### src/rtl/video_pkg.sv
// video_pkg: shared video timing defaults and the frame-reader state encoding.
package video_pkg;
  localparam int HDISP = 800;
  localparam int VDISP = 480;
  typedef enum logic [1:0] {IDLE, READ, PAUSE} rd_state_e;
endpackage

### src/rtl/wshb_frame_reader_sync_edge.sv
// sync_edge: 2-FF synchroniser for a pixel-domain level plus a rising-edge pulse in the sys domain.
module sync_edge (
  input  logic sys_clk,
  input  logic sys_rst,
  input  logic async_i,
  output logic rise_o
);
  logic [2:0] sync_q;
  always_ff @(posedge sys_clk or posedge sys_rst)
    if (sys_rst) sync_q <= '0;
    else sync_q <= {sync_q[1:0], async_i};
  assign rise_o = sync_q[1] & ~sync_q[2];
endmodule

### src/rtl/wshb_frame_reader.sv
// wshb_frame_reader: Wishbone master streaming one frame of pixels from SDRAM into the video FIFO per vsync.
module wshb_frame_reader
  import video_pkg::*;
#(
  parameter int          HDISP     = video_pkg::HDISP,
  parameter int          VDISP     = video_pkg::VDISP,
  parameter logic [31:0] BASE_ADR  = 32'h0,
  parameter int          BURST_MAX = 64
) (
  input  logic        sys_clk,
  input  logic        sys_rst,
  output logic        wshb_cyc_o,
  output logic        wshb_stb_o,
  output logic        wshb_we_o,
  output logic [31:0] wshb_adr_o,
  output logic [31:0] wshb_dat_ms_o,
  output logic [3:0]  wshb_sel_o,
  output logic [2:0]  wshb_cti_o,
  output logic [1:0]  wshb_bte_o,
  input  logic [31:0] wshb_dat_sm_i,
  input  logic        wshb_ack_i,
  input  logic        wshb_err_i,
  input  logic        wshb_rty_i,
  input  logic        vs_async_i,
  input  logic        fifo_almost_full_i,
  output logic        fifo_write_o,
  output logic [31:0] fifo_wdata_o,
  output logic        frame_done_o,
  output logic        busy_o
);
  localparam int NPIX = HDISP * VDISP;
  localparam int PW   = NPIX > 1 ? $clog2(NPIX) : 1;
  localparam int BW   = $clog2(BURST_MAX + 1);
  rd_state_e     state_q;
  logic [PW-1:0] pix_cnt_q;
  logic [BW-1:0] burst_cnt_q;
  logic          fifo_write_q, last_q, frame_done_q;
  logic [31:0]   fifo_wdata_q;
  logic          frame_start, acc, last_pix;
  sync_edge u_vs_sync (
    .sys_clk (sys_clk),
    .sys_rst (sys_rst),
    .async_i (vs_async_i),
    .rise_o  (frame_start)
  );
  assign acc      = (state_q == READ) && wshb_ack_i;
  assign last_pix = pix_cnt_q == PW'(NPIX - 1);
  // A vsync landing on the last ack is not an overrun: finish the frame and chain straight into the next.
  always_ff @(posedge sys_clk or posedge sys_rst)
    if (sys_rst) begin
      state_q      <= IDLE;
      pix_cnt_q    <= '0;
      burst_cnt_q  <= '0;
      fifo_write_q <= 1'b0;
      fifo_wdata_q <= '0;
      last_q       <= 1'b0;
      frame_done_q <= 1'b0;
    end else begin
      fifo_write_q <= acc;
      if (acc) fifo_wdata_q <= wshb_dat_sm_i;
      last_q       <= acc && last_pix;
      frame_done_q <= last_q;
      case (state_q)
        IDLE:
          if (frame_start) begin
            state_q     <= READ;
            pix_cnt_q   <= '0;
            burst_cnt_q <= '0;
          end
        READ:
          if (acc && last_pix) begin
            state_q     <= frame_start ? READ : IDLE;
            pix_cnt_q   <= '0;
            burst_cnt_q <= '0;
          end else if (frame_start) begin
            state_q     <= PAUSE;
            pix_cnt_q   <= '0;
            burst_cnt_q <= '0;
          end else if (acc) begin
            pix_cnt_q   <= pix_cnt_q + 1'b1;
            burst_cnt_q <= burst_cnt_q + 1'b1;
            if (fifo_almost_full_i || burst_cnt_q == BW'(BURST_MAX - 1)) state_q <= PAUSE;
          end else if (wshb_err_i || wshb_rty_i || fifo_almost_full_i) state_q <= PAUSE;
        PAUSE: begin
          burst_cnt_q <= '0;
          if (frame_start) pix_cnt_q <= '0;
          else if (!fifo_almost_full_i) state_q <= READ;
        end
        default: state_q <= IDLE;
      endcase
    end
  assign wshb_cyc_o    = state_q == READ;
  assign wshb_stb_o    = state_q == READ;
  assign wshb_we_o     = 1'b0;
  assign wshb_sel_o    = 4'hF;
  assign wshb_cti_o    = 3'b000;
  assign wshb_bte_o    = 2'b00;
  assign wshb_dat_ms_o = '0;
  assign wshb_adr_o    = BASE_ADR + (32'(pix_cnt_q) << 2);
  assign fifo_write_o  = fifo_write_q;
  assign fifo_wdata_o  = fifo_wdata_q;
  assign frame_done_o  = frame_done_q;
  assign busy_o        = state_q != IDLE;
endmodule

### config.mk
export PLATFORM = sky130hd
export DESIGN_NAME = wshb_frame_reader
export DESIGN_NICKNAME = d
export VERILOG_FILES = /design/src/rtl/video_pkg.sv /design/src/rtl/wshb_frame_reader_sync_edge.sv /design/src/rtl/wshb_frame_reader.sv
export SDC_FILE = /design/constraint.sdc
export NUM_CORES = 1
export LEC_CHECK = 0
export BUFFER_PORTS_ARGS = -buffer_cell sky130_fd_sc_hd__buf_2
export CAP_MARGIN = 5
export CORE_MARGIN = 2
export CORE_UTILIZATION = 40
export CTS_BUF_LIST = sky130_fd_sc_hd__clkbuf_2
export CTS_CLUSTER_DIAMETER = 30
export DETAILED_ROUTE_END_ITERATION = 6
export GPL_TIMING_DRIVEN = 1
export PLACE_DENSITY = 0.69
export SLEW_MARGIN = 20
export SYNTH_ARGS = -nofsm -noshare
export SYNTH_HDL_FRONTEND = slang
export SYNTH_SLANG_ARGS = --single-unit
### constraint.sdc
create_clock -name sys_clk -period 2.42 [get_ports sys_clk]
set_input_delay 0.121 -clock sys_clk [delete_from_list [all_inputs] [get_ports sys_clk]]
set_output_delay 0.121 -clock sys_clk [all_outputs]
set_load 0.02 [all_outputs]
Word-level counts from Yosys, hierarchy flattened

Cells that the tools add are included.

Reductions and logical operators: 13
Bitwise logic cells: 2
$add $sub $neg: 2
Equal/unequal tests: 11
Muxes and demuxes: 20

Operators with widths:

| operator                                              | number |
|---|---|
| 2-to-1 mux 19 bit                                     | 4 |
| one-hot mux 19 bit (2 select lines)                   | 1 |
| 2-to-1 mux 7 bit                                      | 4 |
| one-hot mux 7 bit (3 select lines)                    | 1 |
| adder 19 x 1 -> 19 bit, second input constant         | 1 |
| equality test 19 bit, second input constant           | 1 |
| 2-to-1 mux 2 bit                                      | 8 |
| adder 7 x 1 -> 7 bit, second input constant           | 1 |
| equality test 7 x 6 -> 1 bit, second input constant   | 1 |
| inequality test 2 bit, second input constant          | 3 |
| one-hot mux 2 bit (3 select lines)                    | 1 |
| AND reduction 3 bit                                   | 2 |
| inequality test 5 x 1 -> 1 bit, second input constant | 1 |
| inequality test 5 x 3 -> 1 bit, second input constant | 1 |
| AND reduction 5 bit                                   | 1 |
| inequality test 4 x 1 -> 1 bit, second input constant | 1 |
| nonzero test 2 bit                                    | 2 |
| logical OR 1 bit                                      | 3 |
| nonzero test 3 bit                                    | 1 |
| equality test 2 x 1 -> 1 bit, second input constant   | 1 |
| equality test 2 bit, second input constant            | 1 |
| logical AND 1 bit                                     | 2 |
| zero test 2 bit                                       | 1 |
| inequality test 2 x 1 -> 1 bit, second input constant | 1 |
| other kinds (4)                                       | 4 |

Bits in registers: 66
Word-level logic and storage cells: 56
Output and inout port bits: 111
Input port bits: 39

Logic depth before layout (Yosys ltp)

Depth in word-level cells: 7
Gate-level depth with buffers: 8
Depth with buffers taken out: 6

Hierarchy

Synthesis repeated with hierarchy kept, for this count alone.

Cells, all modules: 325
Area, all modules: 3,477.1 µm²

Modules (own cells, without submodules):

| module            | cells an instance | sequential area each (µm²) | area an instance (µm²) | instances |
|---|---|---|---|---|
| wshb_frame_reader | 320               | 1,576.5                    | 3,384.5                | 1 |
| sync_edge         | 5                 | 75.1                       | 92.6                   | 1 |

Least setup slack after synthesis

No wires, ideal clock.

Path type: register to register
Start: register pix_cnt_q[0]
End: register pix_cnt_q[12]
Stages on the path, launching flop included: 7
Data arrival time: 1,739 ps
Data required time: 2,343 ps
Path slack: 603 ps
Library setup time: 77 ps
Buffers on the path: 0
Clock period less this slack: 1,817 ps
Path through: dfrtp_1 > ha_1 > and4_4 > and3_4 > nand4_1 > or3_1 > a21oi_1

Cells in the longest elaborated chain, start to end: 5
Elaborated cells on any way between the ends: 9
Those cells by class: 1 x add/sub; 2 x eq/ne; 4 x mux; 2 x reduce/logical

Ends and longest elaborated chain:

| what                                | RTL line                | text |
|---|---|---|
| start: declaration                  | wshb_frame_reader.sv:35 | `logic [PW-1:0] pix_cnt_q;` |
| start signal: assignment            | wshb_frame_reader.sv:80 | `pix_cnt_q <= pix_cnt_q + 1'b1;` |
| adder 19 x 1 -> 19 bit              | wshb_frame_reader.sv:80 |  |
| 2-to-1 mux 19 bit                   | wshb_frame_reader.sv:79 | `end else if (acc) begin` |
| 2-to-1 mux 19 bit                   | wshb_frame_reader.sv:75 | `end else if (frame_start) begin` |
| 2-to-1 mux 19 bit                   | wshb_frame_reader.sv:71 | `if (acc && last_pix) begin` |
| one-hot mux 19 bit (2 select lines) | wshb_frame_reader.sv:63 | `case (state_q)` |

Several ways; a longest one is shown, not always the timed one. The select of a mux whose other input is x is not followed.
A chain may end at the register's enable or synchronous reset.

Final worst setup path

Start: register pix_cnt_q[0]
End: register state_q[0]

Cells in the longest elaborated chain, start to end: 4
Elaborated cells on any way between the ends: 7
Those cells by class: 3 x eq/ne; 2 x mux; 2 x reduce/logical

Ends and longest elaborated chain:

| what                                                                                       | RTL line                | text |
|---|---|---|
| equality test 19 bit (*)                                                                   | wshb_frame_reader.sv:47 | `assign last_pix = pix_cnt_q == PW'(NPIX - 1);` |
| logical AND 1 bit (*)                                                                      | wshb_frame_reader.sv:71 |  |
| inequality test 5 x 3 -> 1 bit (no line), or another cell as far along                     | -                       |  |
| AND reduction 5 bit (no line) / one-hot mux 2 bit (3 select lines) (equally long branches) | -                       |  |
| end signal: assignment                                                                     | wshb_frame_reader.sv:72 | `state_q <= frame_start ? READ : IDLE;` |
| end: declaration                                                                           | wshb_frame_reader.sv:34 | `rd_state_e state_q;` |

Every way passes the cells marked *; elsewhere a longest branch is shown, timed or not.

==> results by group <==
Run status
  • Status: complete, no violations

Worst setup path
  • Critical path type: reg -> reg
  • Worst Setup End Kind: register
  • Worst reg2reg endpoint: state_q[0]
  • Worst-path fanout max: 11
  • Critical R2R Launch: pix_cnt_q[0]
  • Arrival time at the worst endpoint: 2.37 ns
  • R2r worst-path depth: 7
  • Setup crit start: pix_cnt_q[0]
  • Reg2Reg Setup Slack: around 0.39 ns
  • CP required: 2.76 ns
  • Setup crit end: state_q[0]
  • Critical path launch point type: register

Floorplan
  • Die ar.: 9460 sq um
  • Die W: ~97 um
  • I/O Pins: 150
  • Die Y: approximately 97 um
  • Core area: 8590 sq um
  • Starting density of the core: between 40% and 50%
  • Rows: 34

Logic synthesis
  • Primary FF master, synth: dfrtp_1
  • Syn_area_per_cell: 10.5 sq um
  • Sequential area share after synthesis: 47.4%
  • Number of synthesized flops with an enable pin: 0
  • Share of the synthesized area in the top cell type: 47.4%
  • Yosys warns: 0
  • Cells after synthesis: ~330
  • Synth area leader: dfrtp_1
  • Distinct cells, synth: 43
  • Synth Register Bits: 66
  • Post-synth ARST share: between 90% and 100%
  • Ranking of synthesized cells by area: dfrtp_1 47%, buf_4 13%, mux2_2 10%
  • Mapped Area: 3480 sq um

Clocking
  • Worst skew pair latency: about 0.47 ns
  • Max Buffers Root-to-Sink: 2
  • Total CTS buffers: 9
  • H-tree Lvls: 3
  • Root buf cell: clkbuf_2
  • Cts repair resizes: 0
  • CTS sink cnt: 66
  • Clock edge transition at the registers on the reported setup and hold paths: approximately 0.19 ns
  • CTS tree: built
  • Setup bufs post-CTS: 0

GRT
  • Antenna violations before repair: 0
  • Largest net degree at the start of global routing: 36
  • Grt ovf: 0
  • Vias in the first global route: around 2,600
  • First-pass GRT wire length: roughly 13,000 um
  • GRT Total Usage: roughly 16%

STA
  • Final min period: about 2.0 ns
  • RSZ-0062 raised after global routing: false
  • Slew margin rel.: approximately 54%
  • Final hold vios: 0
  • Max Freq: slightly below 0.5 GHz
  • Hold slack: between 0.15 and 0.2 ns
  • Final slew viol count: 0
  • Finish-stage setup viols: 0
  • Setup_tns: 0 ns
  • Tightest Pin Transition: between 0.6 and 0.7 ns
  • Clock Skews: ~0.022 ns
  • Tcrit/Tclk final: between 80% and 90%

Power and ir drop
  • Pint: about 2200 uW
  • Flop pwr share: between 40% and 50%
  • Power Density: between 800 and 900 nW/um^2
  • Combinational share of power: approximately two fifths
  • Clk pwr share: 16.4%
  • Leakage power: 0.00211 uW
  • Peak VDD IR: roughly 290 uV
  • Switching share of power: approximately 40%
  • Sw Pwr: about 1500 uW

Finish
  • Antenna Cells: 0
  • Finished Layout Cells: between 500 and 600
  • Fraction of layout cells with a size suffix above 1: 32.9%
  • Area delta synth->final: 23.7%
  • Fillers: approximately 770
  • NumNets Final: just over 500

Route
  • DR iter-0 viols: roughly 110
  • DRC Markers: 0
  • Drt first pass iters: 6
  • WL per Instance: around 13 um
  • Detailed-route via count: between 2,000 and 3,000
  • Final WL: about 7500 um
  • Vias per cell: about 4.8
  • Routed Antenna Nets: 0

Placement
  • DP HPWL: slightly above 5000 um
  • Final GP Congestion: approximately 0.8
  • Buffers on Ports: 94
  • Placed Instances: approximately 530

Worst hold path
  • Worst min path class: in -> reg
  • Hold depth: 5

Run
  • Max-cap violations: 0
-- routing by layer --
metal,vias up,track usage (%),part of all wire (%)
li1,1316,-,-
met5,-,0,0
met4,0,5.88,1.5
met2,116,26.2,47
met3,12,4.10,7.0
met1,1310,21.2,44
-- placed cells by master (no fill, tap or decap), types with 2 or more instances in the layout --
master and count:
and2_1 6, nand2b_1 3, clkbuf_2 9, dlygate4sd3_1 36, nor2_1 8, a31o_1 4, a21o_1 3, nand2_1 25
buf_4 5, nand4_1 8, or3_1 5, o31ai_1 7, a22oi_1 2, inv_1 6, nor3b_1 2, a22o_1 3
and3_1 6, buf_2 94, o21ai_0 16, mux2_2 32, conb_1 55, nor2b_1 3, nand3_1 17, a21oi_1 12
clkinv_2 2, ha_1 2, nor3_1 5, dfrtp_1 66, clkinvlp_4 2, or2_2 3, a31oi_1 2
-- what timing repair did --
action | 4_1_cts | 5_1_grt
hold buffers | 36 | 0
endpoints found under the setup margin | 0 | 0
hold endpoints to repair | 67 | 0
-- cell usage after synthesis (all sizes together) (3+ instances only) --
cell type / instances
a31o: 4
nand2b: 3
nor3: 5
o21ai: 18
nor2: 8
and2: 7
a21o: 3
nand4: 8
clkbuf: 3
mux2: 32
dfrtp: 66
nand3: 17
inv: 7
and3: 7
or3: 5
a22o: 3
o31ai: 7
nand2: 25
nor2b: 3
or2: 3
buf: 65
a21oi: 12
-- critical path, cell delays in order, from the launching register on --
cell and delay [ns]:
dfrtp_1 0.47, ha_1 0.25, and4_4 0.27, nand3_1 0.12
o21ai_2 0.25, buf_4 0.23, o31a_1 0.18, o311ai_0 0.14
-- worst min-delay path by stage --
stage / start / end / slack [ns]
2_1_floorplan: vs_async_i / u_vs_sync.sync_q[0] / 0.15
3_3_place_gp: vs_async_i / u_vs_sync.sync_q[0] / 0.23
3_5_place_dp: vs_async_i / u_vs_sync.sync_q[0] / 0.23
4_1_cts: wshb_err_i / state_q[1] / 0.1
5_1_grt: wshb_err_i / state_q[1] / 0.14
6_report: wshb_err_i / state_q[1] / 0.16
-- registers in the layout, indices dropped and copies added, names as in the netlist --
register          flops
burst_cnt_q           7
fifo_wdata_o         32
fifo_write_o          1
frame_done_o          1
last_q                1
pix_cnt_q            19
state_q               2
u_vs_sync.sync_q      3
-- power by group through the flow --
stage                     registers (uW)  clock network [uW]  logic, uW
after floorplan                     1960                   0        753
after global placement              1590                   0       1470
after detailed placement            1610                   0       1490
after CTS                           1590                 642       1530
after global routing                1640                 697       1650
final                               1580                 611       1530
-- stage by stage --
stage | worst slack (ns) | instance area [sq um] | utilization [%] | power [uW]
2_1_floorplan | 0.603 | 3680 | - | 2710
3_3_place_gp | 0.472 | 3840 | 44.7 | 3060
3_5_place_dp | 0.406 | 3840 | 44.7 | 3100
4_1_cts | 0.357 | 4310 | 50.1 | 3760
5_1_grt | 0.215 | 4310 | 50.1 | 3980
6_report | 0.386 | 4310 | 50.1 | 3720
-- area by class of cell --
class                      instances  area, sq um  area share (%)
timing repair buffer             136          888            20.6
inverter                           7         26.3           0.610
multi-input combinational        244         1500            34.9
tap                              108          135            3.14
clock buffer                       9         45.0            1.05
clock inverter                     6         58.8            1.37
sequential                        66         1650            38.3
-- kinds of logic (layout without fill, tap and decap cells) --
family,after synthesis,count (layout),synth area share (%)
buffers and inverters,75,158,15.1
other,2,55,0.216
DFF,66,66,47.4
adders and majority gates,2,2,0.719
muxes,33,33,10.6
and+or+nand+nor,98,98,15.5
AOI/OAI and AO/OA,56,56,10.4
Note: power is estimated with default switching activity, not from simulation.
